[config.mk]
export PLATFORM = sky130hd
export DESIGN_NAME = serial_subtractor_ctrl_flat
export DESIGN_NICKNAME = d
export VERILOG_FILES = /design/src/rtl/serial_subtractor_ctrl_if.sv /design/src/rtl/serial_subtractor_ctrl.sv /design/src/flat_wrapper.sv
export SDC_FILE = /design/constraint.sdc
export NUM_CORES = 1
export LEC_CHECK = 0
export ABC_AREA = 1
export BUFFER_PORTS_ARGS = -buffer_cell sky130_fd_sc_hd__buf_2
export CAP_MARGIN = 20
export CELL_PAD_IN_SITES_DETAIL_PLACEMENT = 2
export CELL_PAD_IN_SITES_GLOBAL_PLACEMENT = 2
export CORE_ASPECT_RATIO = 0.8
export CORE_MARGIN = 3
export CORE_UTILIZATION = 32
export DETAILED_ROUTE_END_ITERATION = 7
export GPL_TIMING_DRIVEN = 0
export PLACE_DENSITY = 0.82
export SLEW_MARGIN = 20
export SYNTH_ARGS = -nofsm -noshare
export SYNTH_HDL_FRONTEND = slang
export SYNTH_SLANG_ARGS = --single-unit
[constraint.sdc]
create_clock -name clk -period 3.45 [get_ports clk]
set_input_delay 0.345 -clock clk [delete_from_list [all_inputs] [get_ports clk]]
set_output_delay 0.345 -clock clk [all_outputs]
set_load 0.005 [all_outputs]
[src/rtl/serial_subtractor_ctrl_if.sv]
// Request/result bundle between a requester and the bit-serial subtractor.
// The master drives operands and start; the slave returns status and the result.
interface serial_subtractor_ctrl_if #(
    parameter int WIDTH = 8
);
    logic             start;
    logic [WIDTH-1:0] a;
    logic [WIDTH-1:0] b;
    logic             bin;
    logic             ready;
    logic             busy;
    logic             done;
    logic [WIDTH-1:0] diff;
    logic             bout;

    modport master (
        output start, a, b, bin,
        input  ready, busy, done, diff, bout
    );

    modport slave (
        input  start, a, b, bin,
        output ready, busy, done, diff, bout
    );
endinterface

[src/rtl/serial_subtractor_ctrl.sv]
// Bit-serial A - B - bin controller: one full-subtractor step per cycle, LSB first.
// Optional SERIAL_SUB_SAT_EN clamps an underflowing result to zero (bout still set).
module serial_subtractor_ctrl #(
    parameter int WIDTH = 8,
    parameter int CNT_W = $clog2(WIDTH + 1)
) (
    input  logic                 clk,
    input  logic                 rst,
    serial_subtractor_ctrl_if.slave bus
);

    typedef enum logic [1:0] {
        ST_IDLE = 2'd0,
        ST_RUN  = 2'd1,
        ST_DONE = 2'd2
    } state_e;

    state_e           state_q, state_d;
    logic [WIDTH-1:0] a_sh_q, a_sh_d;
    logic [WIDTH-1:0] b_sh_q, b_sh_d;
    logic [WIDTH-1:0] res_sh_q, res_sh_d;
    logic [WIDTH-1:0] diff_q, diff_d;
    logic             borrow_q, borrow_d;
    logic             bout_q, bout_d;
    logic [CNT_W-1:0] cnt_q, cnt_d;

    logic             bit_diff_s;
    logic             bit_borrow_s;
    logic             last_bit_s;
    logic [WIDTH-1:0] res_next_s;
    logic             ready_s;
    logic             busy_s;
    logic             done_s;

    function automatic logic fs_diff(input logic x, input logic y, input logic br);
        return x ^ y ^ br;
    endfunction

    function automatic logic fs_borrow(input logic x, input logic y, input logic br);
        return (~x & y) | (~(x ^ y) & br);
    endfunction

    // State register
    always_ff @(posedge clk) begin
        if (rst) begin
            state_q <= ST_IDLE;
        end else begin
            state_q <= state_d;
        end
    end

    // Next-state logic
    always_comb begin
        state_d = state_q;
        case (state_q)
            ST_IDLE: begin
                if (bus.start) begin
                    state_d = ST_RUN;
                end else begin
                    state_d = ST_IDLE;
                end
            end
            ST_RUN: begin
                if (last_bit_s) begin
                    state_d = ST_DONE;
                end else begin
                    state_d = ST_RUN;
                end
            end
            ST_DONE: state_d = ST_IDLE;
            default: state_d = ST_IDLE;
        endcase
    end

    // Full-subtractor cell on the current LSBs
    always_comb begin
        bit_diff_s   = fs_diff(a_sh_q[0], b_sh_q[0], borrow_q);
        bit_borrow_s = fs_borrow(a_sh_q[0], b_sh_q[0], borrow_q);
        res_next_s   = {bit_diff_s, res_sh_q[WIDTH-1:1]};
        last_bit_s   = (cnt_q == CNT_W'(WIDTH - 1));
    end

    // Datapath next values; the result is published with the final bit folded in
    always_comb begin
        a_sh_d   = a_sh_q;
        b_sh_d   = b_sh_q;
        res_sh_d = res_sh_q;
        borrow_d = borrow_q;
        cnt_d    = cnt_q;
        diff_d   = diff_q;
        bout_d   = bout_q;
        case (state_q)
            ST_IDLE: begin
                if (bus.start) begin
                    a_sh_d   = bus.a;
                    b_sh_d   = bus.b;
                    borrow_d = bus.bin;
                    cnt_d    = {CNT_W{1'b0}};
                end else begin
                    cnt_d    = cnt_q;
                end
            end
            ST_RUN: begin
                a_sh_d   = {1'b0, a_sh_q[WIDTH-1:1]};
                b_sh_d   = {1'b0, b_sh_q[WIDTH-1:1]};
                res_sh_d = res_next_s;
                borrow_d = bit_borrow_s;
                if (last_bit_s) begin
                    cnt_d  = {CNT_W{1'b0}};
`ifdef SERIAL_SUB_SAT_EN
                    if (bit_borrow_s) begin
                        diff_d = {WIDTH{1'b0}};
                    end else begin
                        diff_d = res_next_s;
                    end
`else
                    diff_d = res_next_s;
`endif
                    bout_d = bit_borrow_s;
                end else begin
                    cnt_d  = cnt_q + CNT_W'(1);
                end
            end
            ST_DONE: begin
                cnt_d = cnt_q;
            end
            default: begin
                cnt_d = {CNT_W{1'b0}};
            end
        endcase
    end

    // Datapath registers
    always_ff @(posedge clk) begin
        if (rst) begin
            a_sh_q   <= {WIDTH{1'b0}};
            b_sh_q   <= {WIDTH{1'b0}};
            res_sh_q <= {WIDTH{1'b0}};
            diff_q   <= {WIDTH{1'b0}};
            borrow_q <= 1'b0;
            bout_q   <= 1'b0;
            cnt_q    <= {CNT_W{1'b0}};
        end else begin
            a_sh_q   <= a_sh_d;
            b_sh_q   <= b_sh_d;
            res_sh_q <= res_sh_d;
            diff_q   <= diff_d;
            borrow_q <= borrow_d;
            bout_q   <= bout_d;
            cnt_q    <= cnt_d;
        end
    end

    // Status decode from the registered state
    always_comb begin
        ready_s = 1'b0;
        busy_s  = 1'b0;
        done_s  = 1'b0;
        case (state_q)
            ST_IDLE: ready_s = 1'b1;
            ST_RUN:  busy_s  = 1'b1;
            ST_DONE: done_s  = 1'b1;
            default: ready_s = 1'b0;
        endcase
    end

    assign bus.ready = ready_s;
    assign bus.busy  = busy_s;
    assign bus.done  = done_s;
    assign bus.diff  = diff_q;
    assign bus.bout  = bout_q;

endmodule

[src/flat_wrapper.sv]
// flat-port wrapper written by rule: the top's interface ports become plain ports
module serial_subtractor_ctrl_flat 
#(
    parameter int WIDTH = 8,
    parameter int CNT_W = $clog2(WIDTH + 1)
)
  (clk, rst, bus_start, bus_a, bus_b, bus_bin, bus_ready, bus_busy, bus_done, bus_diff, bus_bout);
  serial_subtractor_ctrl_if #(.WIDTH(WIDTH)) bus_i ();
  input  logic clk;
  input  logic rst;
  input wire logic [$bits(bus_i.start)-1:0] bus_start;
  input wire logic [$bits(bus_i.a)-1:0] bus_a;
  input wire logic [$bits(bus_i.b)-1:0] bus_b;
  input wire logic [$bits(bus_i.bin)-1:0] bus_bin;
  output wire logic [$bits(bus_i.ready)-1:0] bus_ready;
  output wire logic [$bits(bus_i.busy)-1:0] bus_busy;
  output wire logic [$bits(bus_i.done)-1:0] bus_done;
  output wire logic [$bits(bus_i.diff)-1:0] bus_diff;
  output wire logic [$bits(bus_i.bout)-1:0] bus_bout;
  assign bus_i.start = bus_start;
  assign bus_i.a = bus_a;
  assign bus_i.b = bus_b;
  assign bus_i.bin = bus_bin;
  assign bus_ready = bus_i.ready;
  assign bus_busy = bus_i.busy;
  assign bus_done = bus_i.done;
  assign bus_diff = bus_i.diff;
  assign bus_bout = bus_i.bout;
  serial_subtractor_ctrl #(.WIDTH(WIDTH), .CNT_W(CNT_W)) u_core (.clk(clk), .rst(rst), .bus(bus_i));
endmodule
==> results_tabular.tex <==
\begin{tabular}{lr}
\hline
Metric & Value \\
\hline
\multicolumn{2}{l}{\textbf{Status}} \\
\quad Result of the run & complete, no violations \\
\multicolumn{2}{l}{\textbf{Synth}} \\
\quad Yosys cell types & 22 \\
\quad Synth Cell Area & roughly 0.0016 mm2 \\
\quad Cells taking the most area after synthesis & dfxtp\_1, nand2\_1, nor2\_1 \\
\quad Leading area contributor after synthesis & dfxtp\_1 \\
\quad Sequential share of the synthesized area & 47.3\% \\
\quad Post-synthesis register bit count & 39 \\
\quad Total nets after synthesis & 250 \\
\quad Synthesized instance count & about 230 \\
\quad Post-synth top area share & 47.3\% \\
\quad Count of synthesis-stage warnings from yosys & 0 \\
\quad Syn avg cell area & 7.23 um2 \\
\multicolumn{2}{l}{\textbf{Global routing}} \\
\quad First-pass GRT wire length & around 8000 um \\
\quad Vias in the first global route & approximately 1.7k \\
\quad Total routing usage reported by global routing & 16.9\% \\
\quad Pin count of the biggest net entering global routing & 12 \\
\quad Initial antenna violation count & 0 \\
\quad Total congestion overflow & 0 \\
\multicolumn{2}{l}{\textbf{Clocking}} \\
\quad Clock tree from TritonCTS & done \\
\quad Number of gates resized after cts & 0 \\
\quad TritonCTS Buffers & 5 \\
\quad Largest buffer count on any clock path & 2 \\
\quad Number of clock sinks seen by CTS & 39 \\
\quad Number of buffers inserted for hold repair after clock tree synthesis & 0 \\
\quad Worst-Skew Late Latency & 290 ps \\
\quad Clock-pin slew on the worst setup and hold paths & roughly 70 ps \\
\quad CTS Root Cell & clkbuf\_8 \\
\quad H-tree levels & 2 \\
\quad Number of buffers added for setup after CTS & 0 \\
\multicolumn{2}{l}{\textbf{Final layout}} \\
\quad Area growth from synthesis to layout & 20.0\% \\
\quad FILL cells & around 600 \\
\quad Number of diodes & 0 \\
\quad Area used by multi-input combinational logic & between 700 and 800 um2 \\
\quad Footprint of the flip-flops and latches & $\sim$800 um2 \\
\quad Number of nets at the end of the flow & between 200 and 300 \\
\quad Share of layout cells above drive strength 1 & 19.5\% \\
\quad Most frequent standard cell in the layout excluding fill and tap cells & nand2\_1 \\
\quad Leading cell types in the layout, fill and taps excluded & nand2\_1, nor2\_1, dfxtp\_1 \\
\multicolumn{2}{l}{\textbf{Setup path}} \\
\quad Critical setup path kind & reg -> out \\
\quad Delay contributed by the slowest stage of the critical path & approximately 330 ps \\
\quad List of cells traversed by the critical path & inv\_1, nand2\_4, inv\_6, buf\_6, buf\_2 \\
\quad Worst endpoint required time & slightly above 3000 ps \\
\quad Startpoint of the most critical setup path & u\_core.state\_q[1]\$\_SDFF\_PP0\_ \\
\quad Critical path arrival & around 1400 ps \\
\quad Internal reg-to-reg setup slack & 2050 ps \\
\quad Reg2Reg Capture Point & u\_core.bus.diff[6]\$\_SDFFE\_PP0P\_ \\
\quad Cell at the slowest stage of the critical path & dfxtp\_1 \\
\quad Critical Path Source Type & register \\
\quad Worst r2r src & u\_core.cnt\_q[1]\$\_SDFFE\_PP0P\_ \\
\quad Highest fanout seen on the critical path & 10 \\
\quad Reg2Reg Depth & 7 \\
\quad Setup crit end kind & output pin \\
\multicolumn{2}{l}{\textbf{Placed design}} \\
\quad HPWL after detailed placement & between 3000 and 4000 um \\
\quad Last weighted congestion value of the routability-driven placer & $\sim$0.73 \\
\quad Count of buffers from port buffering & 31 \\
\multicolumn{2}{l}{\textbf{Hold path}} \\
\quad Worst hold path startpoint & rst \\
\quad Hold Crit Depth & 2 \\
\quad Hold Crit Endpoint & u\_core.cnt\_q[3]\$\_SDFFE\_PP0P\_ \\
\quad Path category of the worst min-delay check & in -> reg \\
\multicolumn{2}{l}{\textbf{Detailed routing}} \\
\quad DRC marker count from the first detailed-route iteration & between 50 and 60 \\
\quad Detailed-router iteration count before antenna repair & 4 \\
\quad Remaining antenna violation count & 0 \\
\quad Number of design rule violations left after detail routing & 0 \\
\quad Post-DR wirelength/cell & 14.2 um \\
\quad Number of vias per cell & 4.87 \\
\quad Overall routed net length & about 4600 um \\
\quad Routed via count & about 1.6k \\
\multicolumn{2}{l}{\textbf{STA}} \\
\quad Final hold vios & 0 \\
\quad RSZ-0062 raised after global routing & no \\
\quad Worst slew margin relative to its limit & approximately 67\% \\
\quad Pin slew with the least headroom to its limit & between 400 and 500 ps \\
\quad Highest attainable clock frequency & 585 MHz \\
\quad Part of the cycle the worst path needs & between 40 and 50\% \\
\quad Post-route clock skew & roughly 6 ps \\
\quad Final Critical Period & around 1700 ps \\
\quad Number of setup violations in the final report & 0 \\
\quad Fin Setup TNS & 0 ps \\
\quad Final slew viol count & 0 \\
\multicolumn{2}{l}{\textbf{Die}} \\
\quad Height of the chip & about 70 um \\
\quad Initial Util & between 30\% and 40\% \\
\quad Die area & slightly above 0.006 mm2 \\
\quad Site Rows & 22 \\
\quad Total I/O pin count & 32 \\
\quad Core Footprint & 0.00479 mm2 \\
\quad Die X-Extent & $\sim$86 um \\
\multicolumn{2}{l}{\textbf{Pwr}} \\
\quad Static Leakage & about 0.00092 uW \\
\quad Post-layout total power & a little under 1000 uW \\
\quad P per Cell Area & approximately 500 mW/mm2 \\
\quad Worst ir drop on vdd & $\sim$0.23 mV \\
\multicolumn{2}{l}{\textbf{Run}} \\
\quad Max-cap violations & 0 \\
\hline
\end{tabular}
-- worst max path at each step --
stage / endpoint
floorplan: u_core.bus.diff[0]$_SDFFE_PP0P_
global route: bus_busy
global placement: u_core.b_sh_q[5]$_SDFFE_PP0P_
CTS: bus_busy
finish: bus_busy
detailed placement: u_core.b_sh_q[5]$_SDFFE_PP0P_
-- power by group --
| group | internal, uW | switching, uW |
|---|---|---|
| logic | 49.0 | 78.9 |
| registers | 478 | 17.6 |
| clock network | 183 | 163 |
-- state kept, by name, indices dropped and copies added (netlist names) --
| register | count |
|---|---|
| u_core.borrow_q | 1 |
| u_core.bus.bout | 1 |
| u_core.a_sh_q | 8 |
| u_core.bus.diff | 8 |
| u_core.res_sh_q | 7 |
| u_core.cnt_q | 4 |
| u_core.b_sh_q | 8 |
| u_core.state_q | 2 |
-- synth_stat cells --
library cell and instances:
buf_2 3, nor2_1 48, clkinv_4 1, dfxtp_1 39, clkbuf_1 3, nand3_1 7, nand2_2 1, a21oi_1 15
or2_2 1, o21ai_4 1, inv_6 1, clkinv_1 1, fa_1 1, o21ai_1 2, o21ai_0 26, inv_2 1
buf_6 3, nand2_1 62, inv_1 8, nand2_4 2, ha_1 1, nand4_1 1
-- cell families (layout without fill, tap and decap cells) --
group	after synthesis	in the layout	share of synthesized area, %
AND/OR/NAND/NOR	122	122	29.7
AO/OA/AOI/OAI	44	44	14.0
flip-flops	39	39	47.3
buffers and inverters	21	60	6.98
adder cells (fa/ha/maj)	2	2	1.97
-- critical path: cells and delay by family, from the launching register on --
kind,cells,cell delay (ps)
buffers and inverters,4,580
DFF,1,330
and+or+nand+nor,1,150
-- metrics by stage --
stage	hold WS, ps	instances	setup slack [ps]	cell area (um2)	util (%)
after floorplan	414	228	2270	1650	-
after global placement	452	319	2040	1880	39.2
after detailed placement	460	319	2020	1880	39.2
final	241	327	1740	1980	41.3
after CTS	230	327	1710	1980	41.3
after global routing	247	327	1640	1980	41.3
-- layout make-up --
class | count | share of cell area [%]
Timing Repair Buffer | 31 | 7.84
Buffer | 9 | 3.03
Tap cell | 60 | 3.79
Inverter | 12 | 2.78
Sequential cell | 39 | 39.4
Clock buffer | 8 | 5.06
Multi-Input combinational cell | 168 | 38.1
-- metal layers --
layer	share of wire (%)	up-vias	global-route usage (%)	wire length [um]
met3	3.9	8	3.54	182
met4	1.7	0	6.23	78
met5	0	-	0	0
met1	49	760	22.0	2270
met2	45	25	27.2	2110
li1	-	799	-	-
No activity file was read; power rests on OpenSTA's default activity.
